===== src/rtl/lut_arbiter_if.sv =====
// lut_arbiter_if
//   Bundles the requester-side handshake and the serial configuration port
//   of the shared 16-entry function table.
//
//   master : requesting logic / configuration source
//            drives req, sel, cfg_start, cfg_bit
//            observes ack, rsp_valid, rsp_id, rsp_y, cfg_busy, cfg_done
//   slave  : lut_arbiter (the shared table unit)
//
//   req       [N_REQ]    per-requester request level
//   sel       [4*N_REQ]  per-requester table index, requester i on sel[4i+3:4i]
//   ack       [N_REQ]    one-hot completion strobe
//   rsp_valid            rsp_id / rsp_y valid this cycle
//   rsp_id    [ID_W]     requester served
//   rsp_y                table bit selected by the winner
//   cfg_start            pulse: begin a 16-bit serial table load
//   cfg_bit              serial table data, bit 15 first
//   cfg_busy             high while a load is in progress
//   cfg_done             one-cycle pulse when the new table is committed
interface lut_arbiter_if #(
  parameter int N_REQ = 4
) ();
  localparam int ID_W = $clog2(N_REQ);

  logic [N_REQ-1:0]   req;
  logic [4*N_REQ-1:0] sel;
  logic [N_REQ-1:0]   ack;
  logic               rsp_valid;
  logic [ID_W-1:0]    rsp_id;
  logic               rsp_y;
  logic               cfg_start;
  logic               cfg_bit;
  logic               cfg_busy;
  logic               cfg_done;

  modport master (
    output req, sel, cfg_start, cfg_bit,
    input  ack, rsp_valid, rsp_id, rsp_y, cfg_busy, cfg_done
  );

  modport slave (
    input  req, sel, cfg_start, cfg_bit,
    output ack, rsp_valid, rsp_id, rsp_y, cfg_busy, cfg_done
  );
endinterface


===== src/rtl/lut_arbiter.sv =====
// lut_arbiter
//   One 16-entry function table (4-bit index into a 16-bit truth table)
//   shared round-robin between N_REQ requesters. One lookup per cycle; the
//   result is registered and returned with the winner's ID. The table is
//   reloaded through a bit-serial port, during which no grants are issued.
//
//   clk    : system clock, all state on the rising edge
//   rst_n  : asynchronous active-low reset
//   bus    : lut_arbiter_if.slave (request/response and configuration)
module lut_arbiter #(
  parameter int N_REQ = 4
) (
  input  logic          clk,
  input  logic          rst_n,
  lut_arbiter_if.slave  bus
);

  localparam int ID_W = $clog2(N_REQ);

  typedef enum logic {
    SERVE = 1'b0,
    LOAD  = 1'b1
  } state_e;

  state_e             state_q,     state_d;
  logic [15:0]        lut_q,       lut_d;
  // Only 15 bits are kept: the 16th bit goes straight from cfg_bit into the
  // table on the commit edge.
  logic [14:0]        shadow_q,    shadow_d;
  logic [3:0]         cnt_q,       cnt_d;
  logic [ID_W-1:0]    ptr_q,       ptr_d;
  logic [N_REQ-1:0]   ack_q,       ack_d;
  logic               rsp_valid_q, rsp_valid_d;
  logic [ID_W-1:0]    rsp_id_q,    rsp_id_d;
  logic               rsp_y_q,     rsp_y_d;
  logic               cfg_done_q,  cfg_done_d;

  logic               grant_found;
  logic [ID_W-1:0]    grant_id;
  logic [ID_W:0]      cand;
  logic [3:0]         grant_sel;

  // Round-robin search: first requester with req high, starting one past the
  // last winner and wrapping modulo N_REQ. cand carries one extra bit so the
  // sum ptr+off (< 2*N_REQ) never overflows before the wrap correction.
  always_comb begin : rr_search
    grant_found = 1'b0;
    grant_id    = '0;
    cand        = '0;
    for (int off = 1; off <= N_REQ; off++) begin
      cand = {1'b0, ptr_q} + (ID_W+1)'(off);
      if (cand >= (ID_W+1)'(N_REQ)) begin
        cand = cand - (ID_W+1)'(N_REQ);
      end
      if (!grant_found && bus.req[cand[ID_W-1:0]]) begin
        grant_found = 1'b1;
        grant_id    = cand[ID_W-1:0];
      end
    end
  end

  // Winner's index, picked with constant part-selects.
  always_comb begin : sel_mux
    grant_sel = '0;
    for (int i = 0; i < N_REQ; i++) begin
      if (grant_id == ID_W'(i)) begin
        grant_sel = bus.sel[4*i +: 4];
      end
    end
  end

  always_comb begin : next_state
    // NOTE: every signal driven here gets a default first, so no path through
    // the case/if tree leaves it unassigned and no latch is inferred.
    state_d     = state_q;
    lut_d       = lut_q;
    shadow_d    = shadow_q;
    cnt_d       = cnt_q;
    ptr_d       = ptr_q;
    ack_d       = '0;
    rsp_valid_d = 1'b0;
    rsp_id_d    = rsp_id_q;
    rsp_y_d     = rsp_y_q;
    cfg_done_d  = 1'b0;

    unique case (state_q)
      SERVE: begin
        if (grant_found) begin
          ack_d[grant_id] = 1'b1;
          rsp_valid_d     = 1'b1;
          rsp_id_d        = grant_id;
          rsp_y_d         = lut_q[grant_sel];
          ptr_d           = grant_id;
        end
        // The cycle carrying cfg_start still arbitrates on the old table.
        if (bus.cfg_start) begin
          state_d = LOAD;
          cnt_d   = '0;
        end
      end

      LOAD: begin
        // Grants are suppressed and the pointer holds; requesters keep req
        // asserted and are picked up once the new table is in place.
        shadow_d = {shadow_q[13:0], bus.cfg_bit};
        cnt_d    = cnt_q + 4'd1;
        if (cnt_q == 4'd15) begin
          lut_d      = {shadow_q, bus.cfg_bit};
          state_d    = SERVE;
          cfg_done_d = 1'b1;
        end
      end

      default: begin
        state_d = SERVE;
      end
    endcase
  end

  always_ff @(posedge clk or negedge rst_n) begin
    if (!rst_n) begin
      state_q     <= SERVE;
      // NOTE: the table is a handful of flops rather than a RAM, so it is
      // cleared by reset like every other register; a mid-load reset leaves
      // an all-zero table, never a half-loaded one.
      lut_q       <= '0;
      shadow_q    <= '0;
      cnt_q       <= '0;
      // Pointer starts at the last requester so requester 0 wins first.
      ptr_q       <= ID_W'(N_REQ - 1);
      ack_q       <= '0;
      rsp_valid_q <= 1'b0;
      rsp_id_q    <= '0;
      rsp_y_q     <= 1'b0;
      cfg_done_q  <= 1'b0;
    end else begin
      // NOTE: non-blocking assignments, so every flop samples the pre-edge
      // value of every other flop regardless of statement order.
      state_q     <= state_d;
      lut_q       <= lut_d;
      shadow_q    <= shadow_d;
      cnt_q       <= cnt_d;
      ptr_q       <= ptr_d;
      ack_q       <= ack_d;
      rsp_valid_q <= rsp_valid_d;
      rsp_id_q    <= rsp_id_d;
      rsp_y_q     <= rsp_y_d;
      cfg_done_q  <= cfg_done_d;
    end
  end

  assign bus.ack       = ack_q;
  assign bus.rsp_valid = rsp_valid_q;
  assign bus.rsp_id    = rsp_id_q;
  assign bus.rsp_y     = rsp_y_q;
  assign bus.cfg_done  = cfg_done_q;
  assign bus.cfg_busy  = (state_q == LOAD);

endmodule


===== src/flat_wrapper.sv =====
// flat-port wrapper written by rule: the top's interface ports become plain ports
module lut_arbiter_flat 
#(
  parameter int N_REQ = 4
)
  (clk, rst_n, bus_req, bus_sel, bus_cfg_start, bus_cfg_bit, bus_ack, bus_rsp_valid, bus_rsp_id, bus_rsp_y, bus_cfg_busy, bus_cfg_done);
  lut_arbiter_if #(.N_REQ(N_REQ)) bus_i ();
  input  logic clk;
  input  logic rst_n;
  input wire logic [$bits(bus_i.req)-1:0] bus_req;
  input wire logic [$bits(bus_i.sel)-1:0] bus_sel;
  input wire logic [$bits(bus_i.cfg_start)-1:0] bus_cfg_start;
  input wire logic [$bits(bus_i.cfg_bit)-1:0] bus_cfg_bit;
  output wire logic [$bits(bus_i.ack)-1:0] bus_ack;
  output wire logic [$bits(bus_i.rsp_valid)-1:0] bus_rsp_valid;
  output wire logic [$bits(bus_i.rsp_id)-1:0] bus_rsp_id;
  output wire logic [$bits(bus_i.rsp_y)-1:0] bus_rsp_y;
  output wire logic [$bits(bus_i.cfg_busy)-1:0] bus_cfg_busy;
  output wire logic [$bits(bus_i.cfg_done)-1:0] bus_cfg_done;
  assign bus_i.req = bus_req;
  assign bus_i.sel = bus_sel;
  assign bus_i.cfg_start = bus_cfg_start;
  assign bus_i.cfg_bit = bus_cfg_bit;
  assign bus_ack = bus_i.ack;
  assign bus_rsp_valid = bus_i.rsp_valid;
  assign bus_rsp_id = bus_i.rsp_id;
  assign bus_rsp_y = bus_i.rsp_y;
  assign bus_cfg_busy = bus_i.cfg_busy;
  assign bus_cfg_done = bus_i.cfg_done;
  lut_arbiter #(.N_REQ(N_REQ)) u_core (.clk(clk), .rst_n(rst_n), .bus(bus_i));
endmodule

===== config.mk =====
export PLATFORM = sky130hd
export DESIGN_NAME = lut_arbiter_flat
export DESIGN_NICKNAME = d
export VERILOG_FILES = /design/src/rtl/lut_arbiter_if.sv /design/src/rtl/lut_arbiter.sv /design/src/flat_wrapper.sv
export SDC_FILE = /design/constraint.sdc
export NUM_CORES = 1
export LEC_CHECK = 0
export ABC_AREA = 1
export CAP_MARGIN = 20
export CORE_AREA = 3 3 68 70
export DETAILED_ROUTE_END_ITERATION = 8
export DIE_AREA = 0 0 71 73
export HOLD_SLACK_MARGIN = 0.06
export PLACE_DENSITY = 0.89
export RECOVER_POWER = 25
export SLEW_MARGIN = 20
export SYNTH_ARGS = -nofsm -noshare
export SYNTH_HDL_FRONTEND = slang
export SYNTH_SLANG_ARGS = --single-unit
export TNS_END_PERCENT = 1

===== constraint.sdc =====
create_clock -name clk -period 6.1 [get_ports clk]
set_clock_uncertainty 0.2 [all_clocks]
set_input_delay 1.22 -clock clk [delete_from_list [all_inputs] [get_ports clk]]
set_output_delay 1.22 -clock clk [all_outputs]
set_load 0.05 [all_outputs]

== Word level (Yosys, flattened, before mapping) ==
Index checks and enable logic that the tools add are counted.
Widths: inputs -> output; s select.
Storage, ports and cells
  bits in registers: 47
  logic and storage cells: 85
  bits of input ports: 24
  output and inout bits: 10
Cells by class
  equal/unequal tests: 5
  bitwise operators: 1
  reductions and logical operators: 10
  mux-type cells: 39
  $lt $le $gt $ge: 11
  add/sub/neg operators: 9
Operators with widths (number)
  $mux 4: 7
  $mux 1: 16
  $mux 2: 8
  $lt 2x3->1 const B: 5
  $ge 3x3->1 const B: 4
  $bmux 1 s2: 4
  $pmux 4 s2: 1
  $sub 2x1->2 const B: 4
  $add 2x2->3 const B: 2
  $lt 4x5->1 const B: 1
  $add 4x1->4 const B: 1
  $bmux 1 s4: 1
  $eq 2x2->1 const B: 2
  $eq 4x4->1 const B: 1
  $logic_and 1x1->1: 4
  $reduce_and 2->1: 2
  $add 2x1->3 const B: 1
  $add 2x3->3 const B: 1
  $logic_not 1->1: 3
  $demux 1 s2: 1
  $eq 2x1->1 const B: 1
  $ge 2x1->1 const B: 1
  $logic_not 2->1: 1
  $ne 2x2->1 const B: 1
  other kinds (2): 2

== Longest topological paths before layout ==
  word-level depth: 22
  depth in mapped cells: 21
  gate-level depth less buffers: 21

== Worst setup path after synthesis ==
OpenSTA, ideal clock, no wires.
  kind: input port to flip-flop
  from: input port bus_req[3]
  to: register u_core.rsp_y_q, in the netlist u_core.bus.rsp_y
  buffers on the path: 0
  path slack: 3.097 ns
  data required time: 5.782 ns
  arrival: 2.686 ns
  stages on the path: 18
  cells stage by stage: nand2_1 > nand2_2 > nand2_1 > nand2_2 > nor2_4 > nand3_1 > nand2_1 > nand2_4 > nor2_2 > nand2_2 > nand2_4 > nand2_1 > nand3_1 > nand3_1 > nand3_1 > nand2_1 > nand2_1 > nand2_1
Between the ends
  word-level cells in the longest chain between the ends: 19
Ends and longest elaborated chain
  start, declared: line flat_wrapper.sv:10  | input wire logic [$bits(bus_i.req)-1:0] bus_req;
  $bmux 1 s2: line lut_arbiter.sv:55  | if (!grant_found && bus.req[cand[ID_W-1:0]]) begin
  $mux 1 (not written as such): line lut_arbiter.sv:55
  $mux 1: line lut_arbiter.sv:55
  $logic_not 1->1: line lut_arbiter.sv:55
  $logic_and 1x1->1: line lut_arbiter.sv:55
  $mux 1: line lut_arbiter.sv:55
  $logic_not 1->1: line lut_arbiter.sv:55
  $logic_and 1x1->1: line lut_arbiter.sv:55
  $mux 1: line lut_arbiter.sv:55
  $logic_not 1->1: line lut_arbiter.sv:55
  $logic_and 1x1->1: line lut_arbiter.sv:55
  $mux 2: line lut_arbiter.sv:55
  $logic_not 2->1: line lut_arbiter.sv:66  | if (grant_id == ID_W'(i)) begin
  $mux 4 (4 in a row): line lut_arbiter.sv:66
  $bmux 1 s4: line lut_arbiter.sv:92  | rsp_y_d = lut_q[grant_sel];
  $mux 1 (not written as such): line lut_arbiter.sv:92
  end signal, assigned: line lut_arbiter.sv:147  | rsp_y_q <= rsp_y_d;
  end, declared: line lut_arbiter.sv:35  | logic rsp_y_q, rsp_y_d;
Several ways; a longest one is shown, not always the timed one. The select of a mux whose other input is x is not followed.
A chain may end at the register's enable or synchronous reset.

== Worst setup path in the final report ==
  from: register u_core.state_q, in the netlist u_core.bus.cfg_busy
  to: output port bus_cfg_busy
RTL lines
  start, declared: line lut_arbiter.sv:25  | state_e state_q, state_d;
  start signal, assigned: line lut_arbiter.sv:139  | state_q <= state_d;
  end, declared: line flat_wrapper.sv:18  | output wire logic [$bits(bus_i.cfg_busy)-1:0] bus_cfg_busy;
No word-level cell between the ends.

==> flow_results.org <==
** Timing
- Minimum period implied by the final worst setup slack :: 3.46 ns
- Sum of negative setup slack :: 0 ns
- Pins Over Slew Limit :: 48
- Worst path setup slack after routing :: 2.64 ns
- The worst pin sits at a relative slew slack of -60.5%.
- Dividing the final minimum period by the clock period gives 56.8%.
- The final hold violation count came to 0.
- Post-route worst hold slack :: 0.293 ns
- At the pin with the least slew margin, the transition time is 2.41 ns.
- Setup violations remaining at the end of the flow were counted as 0.
- Derived from the worst setup path, the maximum achievable clock frequency is 0.289 GHz.
- RSZ-0062 raised after global routing :: false

** CTS
- Clock Latency Late Sink :: 0.30 ns
- The number of setup buffers added after CTS is 0.
- The tree built by TritonCTS fans out to 47 sinks.
- The clock passes through at most 2 buffers.
- After clock tree synthesis, the clock-pin slew on the worst setup and hold paths is 0.09 ns.
- Number of gates resized after cts :: 0
- The number of clock buffers added by TritonCTS is 5.
- Cell at the root of the clock tree :: sky130_fd_sc_hd__clkbuf_8
- TritonCTS built the clock tree.
- The H-tree was split into 2 levels.
- CTS Hold Bufs :: 0

** Critical path
- Ordered cell list for the critical path :: clkdlybuf4s50_1
- Critical path required time :: 4.68 ns
- Crit path depth :: 1
- Sum of buffers and inverters on the critical path :: 1
- On the worst path, the slowest cell contributes a delay of 0.93 ns.
- STA classifies the critical path endpoint as an output pin.
- The critical path in this run is classified as reg2out.
- Flop2flop setup slack :: 3.33 ns
- Reg2reg path depth :: 18
- The worst setup path is launched from a flip-flop.
- Arrival time reported for the critical path endpoint :: 2.04 ns
- In this run the worst path has a maximum fanout of 24.
- Launching point of the worst reg2reg path :: u_core.ptr_q[0]
- Endpoint of the most critical register-to-register path :: u_core.bus.rsp_y
- CP delay by family, top :: buffers and inverters
- For this design, the slowest cell found on the critical path is sky130_fd_sc_hd__clkdlybuf4s50_1.

** Min path
- The startpoint identified for the worst hold timing path is u_core.lut_q[8].
- Worst Hold Path EP :: u_core.lut_q[8]
- Hold path depth :: 2
- Classification of the worst-slack hold path :: reg2reg

** Global route
- Overall global routing resource usage :: 20.9%
- First-pass GRT wire length :: 8540 um
- Global routing finished with a remaining overflow of 0.
- The number of antenna violations at the first check in global routing came to 0.
- Entering global routing, the biggest net connects 48 pins.
- Vias in the first global route :: 1,939

** Run
- The tool flagged a number of max-cap violations equal to 1.

** Synth
- Share of synthesized area occupied by flip-flops and latches :: 50.3%
- Counting flops with an async set or reset pin after synthesis yields a share of 100%.
- Counting flops with a built-in enable in the synthesized netlist gives 0.
- The synthesized netlist contains 27 unique library cells.
- Library cell with the largest summed area after synthesis :: sky130_fd_sc_hd__dfrtp_1
- By count the netlist is led by 84 x sky130_fd_sc_hd__nand2_1, 45 x sky130_fd_sc_hd__dfrtp_1, 38 x sky130_fd_sc_hd__o21ai_0.
- Share of the synthesized area in the top cell type :: 48.1%
- The average instance in the mapped netlist occupies 8.08 sq um.
- Register bit count reported by yosys :: 47
- After technology mapping, the gate count stands at 290.
- Post-synthesis instance area :: 0.00234 sq mm
- Most instantiated library cell after synthesis :: sky130_fd_sc_hd__nand2_1
- In the post-synthesis netlist, the biggest area contributors are sky130_fd_sc_hd__dfrtp_1 48%, sky130_fd_sc_hd__nand2_1 13%, sky130_fd_sc_hd__o21ai_0 8.1%.
- Net Count, Synth :: 315
- Yosys printed 0 warnings.
- Most frequently used flop master after synthesis :: sky130_fd_sc_hd__dfrtp_1

** Place
- Before CTS, the worst setup slack after placement is 2.39 ns.
- At the end of routability-driven placement, the weighted congestion stood at 0.903.
- Dpl hpwl :: 3430 um
- Port Buffer Count :: 33

** Status
- The final reports fail on capacitance limit, slew limit.
- Outcome :: finished with violations

** Final layout
- In the final layout, the share of cells above drive strength 1 is 12.0%.
- Fillcell total :: 325
- After the last flow step, the layout net total stands at 350.
- The repair_antennas step left the layout with diodes totalling 0.
- Layout area overhead :: 21.0%

** Floorplan
- The floorplan has 23 rows.
- The initial utilization of the core area, before any placement, comes to 58.1%.
- The floorplan step defined a die boundary enclosing 0.00518 sq mm.
- Pin placement for this block handled 34 I/O pins.
- Height of the chip :: 73 um
- The core region is 0.00403 sq mm.
- Horizontal extent of the die :: 71 um

** Route
- For this run, design rule violations remaining after detail routing come to 0.
- Antenna violation net count after detailed routing :: 0
- After the first detailed-routing iteration, the DRC count stood at 148.
- Summing over every cut layer, the via total after detailed routing is 2,002.
- Post-Route WL :: 4990 um
- After detailed routing, the average wire length per cell comes to 13.3 um.
- Before antenna repair, the detailed router went through 4 iterations.
- Detailed-route vias per instance :: 5.32
-- worst reg2reg max path: cells and delay by family, from the launching register on --
kind	cells	cell delay (ns)
DFF	1	0.61
AOI/OAI and AO/OA	1	0.28
buffers and inverters	2	0.19
and+or+nand+nor	15	1.44
-- cells by family (layout without fill, tap and decap cells) --
| group | after synthesis | count (layout) | synth area share [%] |
|---|---|---|---|
| flops | 47 | 47 | 50.3 |
| compound gates | 44 | 44 | 9.88 |
| simple gates | 154 | 154 | 32.1 |
| buf+inv | 44 | 80 | 7.16 |
| fa+ha+maj | 1 | 1 | 0.534 |
-- how the worst max path moves through the flow --
| stage | startpoint | to | slack [ns] |
|---|---|---|---|
| floorplan | bus_req[3] | u_core.bus.rsp_y | 3.10 |
| global placement | bus_req[2] | u_core.bus.rsp_y | 2.49 |
| detailed placement | bus_req[0] | u_core.bus.rsp_y | 2.39 |
| CTS | u_core.bus.cfg_busy | bus_cfg_busy | 2.62 |
| global route | rst_n | u_core.bus.ack[3] | 2.38 |
| finish | u_core.bus.cfg_busy | bus_cfg_busy | 2.64 |
-- stage by stage --
stage | util, % | cell area (sq um) | cells
2_1_floorplan | - | 2340 | 290
3_3_place_gp | 67.4 | 2720 | 368
3_5_place_dp | 67.4 | 2720 | 368
4_1_cts | 70.4 | 2840 | 376
5_1_grt | 70.4 | 2840 | 376
6_report | 70.4 | 2840 | 376
-- final cells by class --
class / instances / area (sq um) / area share [%]
clock buffers: 6 / 82.6 / 2.91
clock inverters: 2 / 38.8 / 1.37
inverters: 38 / 145 / 5.12
multi-input cells: 199 / 996 / 35.1
flip-flops and latches: 47 / 1180 / 41.6
well taps: 50 / 62.6 / 2.21
repair buffers: 34 / 332 / 11.7
-- per-layer routing --
metal / track usage, % / wire, um
met5: 0 / 0
met3: 4.96 / 409
met1: 27.5 / 2190
met4: 8.56 / 84
met2: 33.5 / 2310
-- cells in the final DEF, fill, tap and decap left out --
master | synthesis | final
sky130_fd_sc_hd__nor2_2 | 1 | 1
sky130_fd_sc_hd__dfstp_2 | 2 | 2
sky130_fd_sc_hd__nor3_1 | 2 | 2
sky130_fd_sc_hd__bufinv_16 | 0 | 1
sky130_fd_sc_hd__a21oi_2 | 1 | 1
sky130_fd_sc_hd__nand3b_1 | 4 | 4
sky130_fd_sc_hd__inv_6 | 0 | 1
sky130_fd_sc_hd__inv_1 | 33 | 33
sky130_fd_sc_hd__a22o_1 | 1 | 1
sky130_fd_sc_hd__nand2_1 | 84 | 84
sky130_fd_sc_hd__clkdlybuf4s50_1 | 0 | 32
sky130_fd_sc_hd__nand3_2 | 3 | 3
sky130_fd_sc_hd__buf_4 | 0 | 1
sky130_fd_sc_hd__dfrtp_1 | 45 | 45
sky130_fd_sc_hd__nand2_2 | 8 | 8
sky130_fd_sc_hd__a21oi_1 | 2 | 2
sky130_fd_sc_hd__or2_4 | 1 | 1
sky130_fd_sc_hd__o21ai_1 | 1 | 1
sky130_fd_sc_hd__ha_1 | 1 | 1
sky130_fd_sc_hd__nor3b_1 | 1 | 1
sky130_fd_sc_hd__clkbuf_8 | 0 | 6
sky130_fd_sc_hd__nand4_1 | 3 | 3
sky130_fd_sc_hd__o21ai_0 | 38 | 38
sky130_fd_sc_hd__nor2_4 | 1 | 1
sky130_fd_sc_hd__clkbuf_1 | 6 | 1
sky130_fd_sc_hd__o21ai_2 | 1 | 1
sky130_fd_sc_hd__or2_1 | 1 | 1
sky130_fd_sc_hd__inv_4 | 1 | 1
sky130_fd_sc_hd__inv_2 | 4 | 4
sky130_fd_sc_hd__nor2_1 | 9 | 9
sky130_fd_sc_hd__nand3_1 | 29 | 29
sky130_fd_sc_hd__nand2_4 | 7 | 7
-- sequential cells by signal, summed over array words and instances, names as in the netlist --
register / cells
u_core.bus.rsp_valid: 1
u_core.cnt_q: 4
u_core.bus.cfg_done: 1
u_core.bus.ack: 4
u_core.bus.rsp_y: 1
u_core.shadow_q: 15
u_core.bus.rsp_id: 2
u_core.bus.cfg_busy: 1
u_core.ptr_q: 2
u_core.lut_q: 16
Power is not shown: default switching activity piles up to over one toggle a cycle in this logic, so the estimate is an artifact.
